## src/rtl/archel_pkg.sv

```systemverilog
// Shared definitions for the archel run-control slice: run-state encoding
// and default geometry of the instruction memory.
package archel_pkg;

    localparam int DEF_INSTR_W = 16;
    localparam int DEF_DEPTH   = 1024;
    localparam int DEF_CNT_W   = 16;

    // Encoding is visible on the STATE output, so the values are fixed.
    typedef enum logic [2:0] {
        ST_HALT      = 3'd0,
        ST_LOAD_HDR  = 3'd1,
        ST_LOAD_BODY = 3'd2,
        ST_PAUSED    = 3'd3,
        ST_RUN       = 3'd4,
        ST_BURST     = 3'd5
    } state_e;

endpackage

```

## src/rtl/archel_loader.sv

```systemverilog
// Program loader: accepts a length header followed by that many instruction
// words over a valid/ready stream and writes them to instruction memory from
// address 0 upward. Reports header accept, header error and load completion
// to the run controller in the same cycle as the deciding beat.
module archel_loader
    import archel_pkg::*;
#(
    parameter int INSTR_W = DEF_INSTR_W,
    parameter int DEPTH   = DEF_DEPTH,
    parameter int ADDR_W  = $clog2(DEPTH)
) (
    input  logic               clk_i,
    input  logic               rst_ni,
    input  logic               start_i,
    input  logic               ld_valid_i,
    input  logic [INSTR_W-1:0] ld_data_i,
    output logic               ld_ready_o,
    output logic               im_we_o,
    output logic [ADDR_W-1:0]  im_addr_o,
    output logic [INSTR_W-1:0] im_wdata_o,
    output logic [ADDR_W:0]    prog_len_o,
    output logic               err_o,
    output logic               hdr_ok_o,
    output logic               hdr_err_o,
    output logic               done_o
);

    localparam logic [ADDR_W:0] IDX_ONE = (ADDR_W+1)'(1);

    logic               ld_ready_q;
    logic               in_body_q;
    logic [ADDR_W:0]    len_q;
    logic [ADDR_W:0]    idx_q;
    logic               im_we_q;
    logic [ADDR_W-1:0]  im_addr_q;
    logic [INSTR_W-1:0] im_wdata_q;
    logic [ADDR_W:0]    prog_len_q;
    logic               err_q;

    logic        beat;
    logic        hdr_beat;
    logic        body_beat;
    logic        hdr_bad;
    logic        last_word;
    logic [31:0] hdr_w;

    // Header is range-checked at 32 bits so a wide word can never alias
    // into the legal range through truncation.
    assign hdr_w     = 32'(ld_data_i);
    assign beat      = ld_valid_i && ld_ready_q;
    assign hdr_beat  = beat && !in_body_q;
    assign body_beat = beat && in_body_q;
    assign hdr_bad   = (hdr_w == 32'd0) || (hdr_w > 32'(DEPTH));
    assign last_word = (idx_q + IDX_ONE) == len_q;

    assign hdr_ok_o  = hdr_beat && !hdr_bad;
    assign hdr_err_o = hdr_beat && hdr_bad;
    assign done_o    = body_beat && last_word;

    // Handshake, address counter and registered memory-write port.
    always_ff @(posedge clk_i or negedge rst_ni) begin
        if (!rst_ni) begin
            ld_ready_q <= 1'b0;
            in_body_q  <= 1'b0;
            len_q      <= '0;
            idx_q      <= '0;
            im_we_q    <= 1'b0;
            im_addr_q  <= '0;
            im_wdata_q <= '0;
            prog_len_q <= '0;
            err_q      <= 1'b0;
        end else begin
            // NOTE: non-blocking assignments keep every register reading the
            // pre-edge values of the others, so the later ifs below override
            // earlier ones without ordering hazards.
            im_we_q <= 1'b0;
            if (start_i) begin
                ld_ready_q <= 1'b1;
                in_body_q  <= 1'b0;
                err_q      <= 1'b0;
                idx_q      <= '0;
            end
            if (hdr_err_o) begin
                ld_ready_q <= 1'b0;
                err_q      <= 1'b1;
                prog_len_q <= '0;
            end
            if (hdr_ok_o) begin
                in_body_q <= 1'b1;
                len_q     <= hdr_w[ADDR_W:0];
                idx_q     <= '0;
            end
            if (body_beat) begin
                im_we_q    <= 1'b1;
                im_addr_q  <= idx_q[ADDR_W-1:0];
                im_wdata_q <= ld_data_i;
                idx_q      <= idx_q + IDX_ONE;
            end
            if (done_o) begin
                ld_ready_q <= 1'b0;
                in_body_q  <= 1'b0;
                prog_len_q <= len_q;
            end
        end
    end

    assign ld_ready_o = ld_ready_q;
    assign im_we_o    = im_we_q;
    assign im_addr_o  = im_addr_q;
    assign im_wdata_o = im_wdata_q;
    assign prog_len_o = prog_len_q;
    assign err_o      = err_q;

endmodule

```

## src/rtl/archel_runctl.sv

```systemverilog
// Run controller for the archel core: owns the core clock-enable and reset,
// sequences program loading and provides free-run, pause, single-step and
// N-cycle burst execution. All outputs come straight from registers.
module archel_runctl
    import archel_pkg::*;
#(
    parameter int INSTR_W = DEF_INSTR_W,
    parameter int DEPTH   = DEF_DEPTH,
    parameter int ADDR_W  = $clog2(DEPTH),
    parameter int CNT_W   = DEF_CNT_W
) (
    input  logic               clk_i,
    input  logic               rst_ni,
    input  logic               pause_i,
    input  logic               step_i,
    input  logic               burst_i,
    input  logic [CNT_W-1:0]   run_n_i,
    input  logic               ld_start_i,
    input  logic               ld_valid_i,
    input  logic [INSTR_W-1:0] ld_data_i,
    output logic               ld_ready_o,
    output logic               im_we_o,
    output logic [ADDR_W-1:0]  im_addr_o,
    output logic [INSTR_W-1:0] im_wdata_o,
    output logic               cpu_en_o,
    output logic               cpu_rst_o,
    output logic [ADDR_W:0]    prog_len_o,
    output logic               err_o,
    output logic [2:0]         state_o
);

    localparam logic [CNT_W-1:0] CNT_ONE = CNT_W'(1);

    state_e             state_q, state_d;
    logic               cpu_en_q, cpu_en_d;
    logic               cpu_rst_q, cpu_rst_d;
    logic [CNT_W-1:0]   burst_cnt_q, burst_cnt_d;
    logic               step_prev_q;

    logic load_start;
    logic step_edge;
    logic hdr_ok;
    logic hdr_err;
    logic load_done;

    // Edges are only acted on in PAUSED; elsewhere they fall away unused.
    assign step_edge = step_i && !step_prev_q;

    archel_loader #(
        .INSTR_W (INSTR_W),
        .DEPTH   (DEPTH),
        .ADDR_W  (ADDR_W)
    ) u_loader (
        .clk_i      (clk_i),
        .rst_ni     (rst_ni),
        .start_i    (load_start),
        .ld_valid_i (ld_valid_i),
        .ld_data_i  (ld_data_i),
        .ld_ready_o (ld_ready_o),
        .im_we_o    (im_we_o),
        .im_addr_o  (im_addr_o),
        .im_wdata_o (im_wdata_o),
        .prog_len_o (prog_len_o),
        .err_o      (err_o),
        .hdr_ok_o   (hdr_ok),
        .hdr_err_o  (hdr_err),
        .done_o     (load_done)
    );

    // Next-state, next clock-enable and burst-count decision.
    always_comb begin
        // NOTE: every variable gets a default before the case so no path
        // leaves it unassigned and no latch is inferred.
        state_d     = state_q;
        cpu_en_d    = 1'b0;
        burst_cnt_d = burst_cnt_q;
        load_start  = 1'b0;

        if (ld_start_i && state_q != ST_LOAD_HDR && state_q != ST_LOAD_BODY) begin
            state_d     = ST_LOAD_HDR;
            load_start  = 1'b1;
            burst_cnt_d = '0;
        end else begin
            case (state_q)
                ST_HALT: ;
                ST_LOAD_HDR: begin
                    if (hdr_err) state_d = ST_HALT;
                    else if (hdr_ok) state_d = ST_LOAD_BODY;
                end
                ST_LOAD_BODY: begin
                    if (load_done) state_d = ST_PAUSED;
                end
                ST_PAUSED: begin
                    if (!pause_i) begin
                        state_d  = ST_RUN;
                        cpu_en_d = 1'b1;
                    end else if (burst_i && run_n_i != '0) begin
                        // First burst cycle starts now; count the rest.
                        state_d     = ST_BURST;
                        cpu_en_d    = 1'b1;
                        burst_cnt_d = run_n_i - CNT_ONE;
                    end else if (step_edge) begin
                        cpu_en_d = 1'b1;
                    end
                end
                ST_RUN: begin
                    if (pause_i) state_d = ST_PAUSED;
                    else cpu_en_d = 1'b1;
                end
                ST_BURST: begin
                    if (burst_cnt_q != '0) begin
                        cpu_en_d    = 1'b1;
                        burst_cnt_d = burst_cnt_q - CNT_ONE;
                    end else begin
                        state_d = ST_PAUSED;
                    end
                end
                default: state_d = ST_HALT;
            endcase
        end

        cpu_rst_d = (state_d == ST_HALT) || (state_d == ST_LOAD_HDR) ||
                    (state_d == ST_LOAD_BODY);
    end

    // State, core controls, burst counter and STEP history.
    always_ff @(posedge clk_i or negedge rst_ni) begin
        if (!rst_ni) begin
            state_q     <= ST_HALT;
            cpu_en_q    <= 1'b0;
            cpu_rst_q   <= 1'b1;
            burst_cnt_q <= '0;
            step_prev_q <= 1'b0;
        end else begin
            state_q     <= state_d;
            cpu_en_q    <= cpu_en_d;
            cpu_rst_q   <= cpu_rst_d;
            burst_cnt_q <= burst_cnt_d;
            step_prev_q <= step_i;
        end
    end

    assign cpu_en_o  = cpu_en_q;
    assign cpu_rst_o = cpu_rst_q;
    assign state_o   = state_q;

endmodule

```

## config.mk

```make
export PLATFORM = sky130hd
export DESIGN_NAME = archel_runctl
export DESIGN_NICKNAME = d
export VERILOG_FILES = /design/src/rtl/archel_pkg.sv /design/src/rtl/archel_loader.sv /design/src/rtl/archel_runctl.sv
export SDC_FILE = /design/constraint.sdc
export NUM_CORES = 1
export LEC_CHECK = 0
export CAP_MARGIN = 20
export CORE_MARGIN = 2
export CORE_UTILIZATION = 50
export CTS_CLUSTER_SIZE = 25
export DETAILED_ROUTE_END_ITERATION = 6
export GPL_ROUTABILITY_DRIVEN = 0
export HOLD_SLACK_MARGIN = 0.12
export PLACE_DENSITY_LB_ADDON = 0.1
export SLEW_MARGIN = 20
export SYNTH_ARGS = -nofsm -noshare
export SYNTH_HDL_FRONTEND = slang
export SYNTH_HIERARCHICAL = 1
export SYNTH_SLANG_ARGS = --single-unit
```

## constraint.sdc

```tcl
create_clock -name clk_i -period 4.7 [get_ports clk_i]
set_input_delay 0.94 -clock clk_i [delete_from_list [all_inputs] [get_ports clk_i]]
set_output_delay 0.94 -clock clk_i [all_outputs]
set_load 0.03 [all_outputs]
```

==> metrics.txt <==
most frequent cells in the layout=nand2_1, dfrtp_1, clkdlybuf4s50_1; flop and latch count out of synthesis=85; H-Tree Depth=3; final worst setup slack=1.130 ns; Final Cycle Share=75.95%; Total GRT Usage=24.91%; worst skew pair latency=0.36 ns; clk_skew=0.006937 ns; post-CTS resize count=0; RSZ-0062 raised after global routing=false; CP endpoint kind=flop; Main synth FF type=dfrtp_1; layout cells sized above 1=10.28%; Worst-Margin Slew=0.7658 ns; number of synthesized flops with an enable pin=0; Power Dens Cells=435.1 nW/µm²; synth unique cells=78; Layout Cells excl Fill=765; Post-Place Cells=748; Area growth, synth to finish=21.35%; worst hold path class=flop to flop; max_cap viols=0; FFs w/ async S/R, synth=100.0%; Wirelength per Cell=16.68 µm; antenna cells=0; clk buf depth=2; CTS Hold Bufs=0; Pre-Repair DR Iteration Count=4; vias in the first global route=4,503; Slew Viols, Final=0; CP arrival=3.81 ns; Slew headroom=48.73%; Final Hold Fails=0; register area share after synthesis=42.99%; CP peak stage delay=0.72 ns; initial antenna violation count=0; commonest non-fill, non-tap cell in the layout=nand2_1; startpoint types=input pin; Rows=36; Critical Path Slowest Stage Cell=nor3b_2; worst hold slack=0.4804 ns; Synth area leaders=dfrtp_1, nand2_1, mux2i_1; Placement Setup Slack=0.7689 ns; via count=4,471; initial core utilization=51.12%; Layout Nets=668; WP data required=4.94 ns; Syn Area/Cell=8.905 µm²; largest net degree at the start of global routing=48; Die X=103.5 µm; top cell type's share of synthesized area=42.46%; setup_tns=0 ns; Final ANT Viol Nets=0; post-synthesis net count=597; worst-path fanout max=14; synthesized area=4951 µm²; number of port buffers=83; status=completed; CTS tree=built; num ports=84; highest clock rate=280.1 MHz; Lkg Pwr=2.614 nW; clk sinks=85; estimated wirelength of the detail-placed design=9202 µm; Post-route DRC=0; final wirelength=12,760 µm; clock buffer count from CTS=9; DRT iter0 DRCs=231; Gate Count Post-Synth=556; drt via density=5.844; Crit Path Category=input pin to flop; Max VDD drop=0.2629 mV; DIE AREA=10,710 µm²; gr ovfl total=0; crit path time final=3.570 ns; die height=103.5 µm; Root Driver=clkbuf_8; core area=9684 µm²; Final setup viols=0; Filler Cells Inserted=861; Post-CTS Setup Bufs=0; Yosys warnings=6; Synth area leader=dfrtp_1; clock slew at reported path FFs=0.08 ns; Critical Path, Cell by Cell=clkdlybuf4s50_1, or4_1, or4_4, nand4_2, nor3b_2, o21ai_0, o41ai_1; first-pass GRT wire length=21,880 µm
-- worst max-delay path: cells and delay by family --
family	cells	cell delay, ns
AO/OA/AOI/OAI	2	0.29
buffers and inverters	1	0.45
AND/OR/NAND/NOR	4	2.14
-- final cells by class --
class	count	area, µm²	share of cell area, %
clock buffers	10	127.6	2.124
clock inverters	6	40.04	0.6664
inverters	19	71.32	1.187
multi-input cells	419	2571	42.79
flip-flops and latches	85	2128	35.42
well taps	133	166.4	2.770
repair buffers	93	903.4	15.04
-- final timing paths --
path	start	slack, ns	cells past startpoint	to
max in group asynchronous	rst_ni	3.18	2	burst_cnt_q[7]$_DFFE_PN0P_
worst min-delay path	u_loader/im_wdata_o[8]$_DFFE_PN0P_	0.48	2	u_loader/im_wdata_o[8]$_DFFE_PN0P_
worst max-delay path	ld_data_i[7]	1.13	7	u_loader/idx_q[9]$_DFFE_PN0P_
worst max register to register	state_o[0]$_DFF_PN0_	1.18	8	burst_cnt_q[6]$_DFFE_PN0P_
worst min register to register	u_loader/im_wdata_o[8]$_DFFE_PN0P_	0.48	2	u_loader/im_wdata_o[8]$_DFFE_PN0P_
min in group asynchronous	rst_ni	0.57	1	burst_cnt_q[2]$_DFFE_PN0P_
-- flip-flops by register name, summed over array words and instances (netlist names) --
name / flops
u_loader/im_addr_o: 10
u_loader/len_q: 11
cpu_en_o: 1
u_loader/err_o: 1
u_loader/im_wdata_o: 16
state_o: 3
u_loader/ld_ready_o: 1
cpu_rst_o: 1
u_loader/idx_q: 11
burst_cnt_q: 16
u_loader/prog_len_o: 11
step_prev_q: 1
u_loader/im_we_o: 1
u_loader/in_body_q: 1
-- cells by family after synthesis --
kind of cell    after synthesis  synth area share (%)
flops                        85                 42.99
fa+ha+maj                     2                0.5054
buf+inv                      52                 5.080
compound gates              113                 15.19
mux                          28                 5.964
xor+xnor                     19                 3.361
simple gates                257                 26.91
-- per-stage QoR --
stage               util, %  power, mW  area, µm²
global route          62.04      2.783       6008
detailed placement    60.23      2.163       5833
finish                62.04      2.614       6008
floorplan                 -      1.775       4951
global placement      60.23      2.145       5833
CTS                   61.96      2.629       6001
-- layer usage --
layer | vias up | global-route usage (%) | routed length, µm
li1 | 2146 | - | -
met1 | 2155 | 30.93 | 5350
met2 | 145 | 42.81 | 6344
met3 | 25 | 5.286 | 725
met4 | 0 | 9.363 | 338
met5 | - | 0 | 0
-- cell usage after synthesis (all sizes together) (11+ instances only) --
cell type	n
clkbuf	20
nand3	11
inv	19
mux2i	16
nor2	29
a21oi	24
nor4	12
buf	13
mux2	12
dfrtp	84
nand2	114
o21ai	28
nand4	14
nor3	20
xnor2	11
-- where the power goes --
part / leakage, nW / total (mW) / internal, mW / switching [mW]
Clock: 0.0860 / 0.455 / 0.191 / 0.264
Sequential: 1.17 / 1.01 / 0.860 / 0.152
Combinational: 1.36 / 1.15 / 0.438 / 0.709
Total: 2.61 / 2.61 / 1.49 / 1.13
No activity file was read; power rests on OpenSTA's default activity.
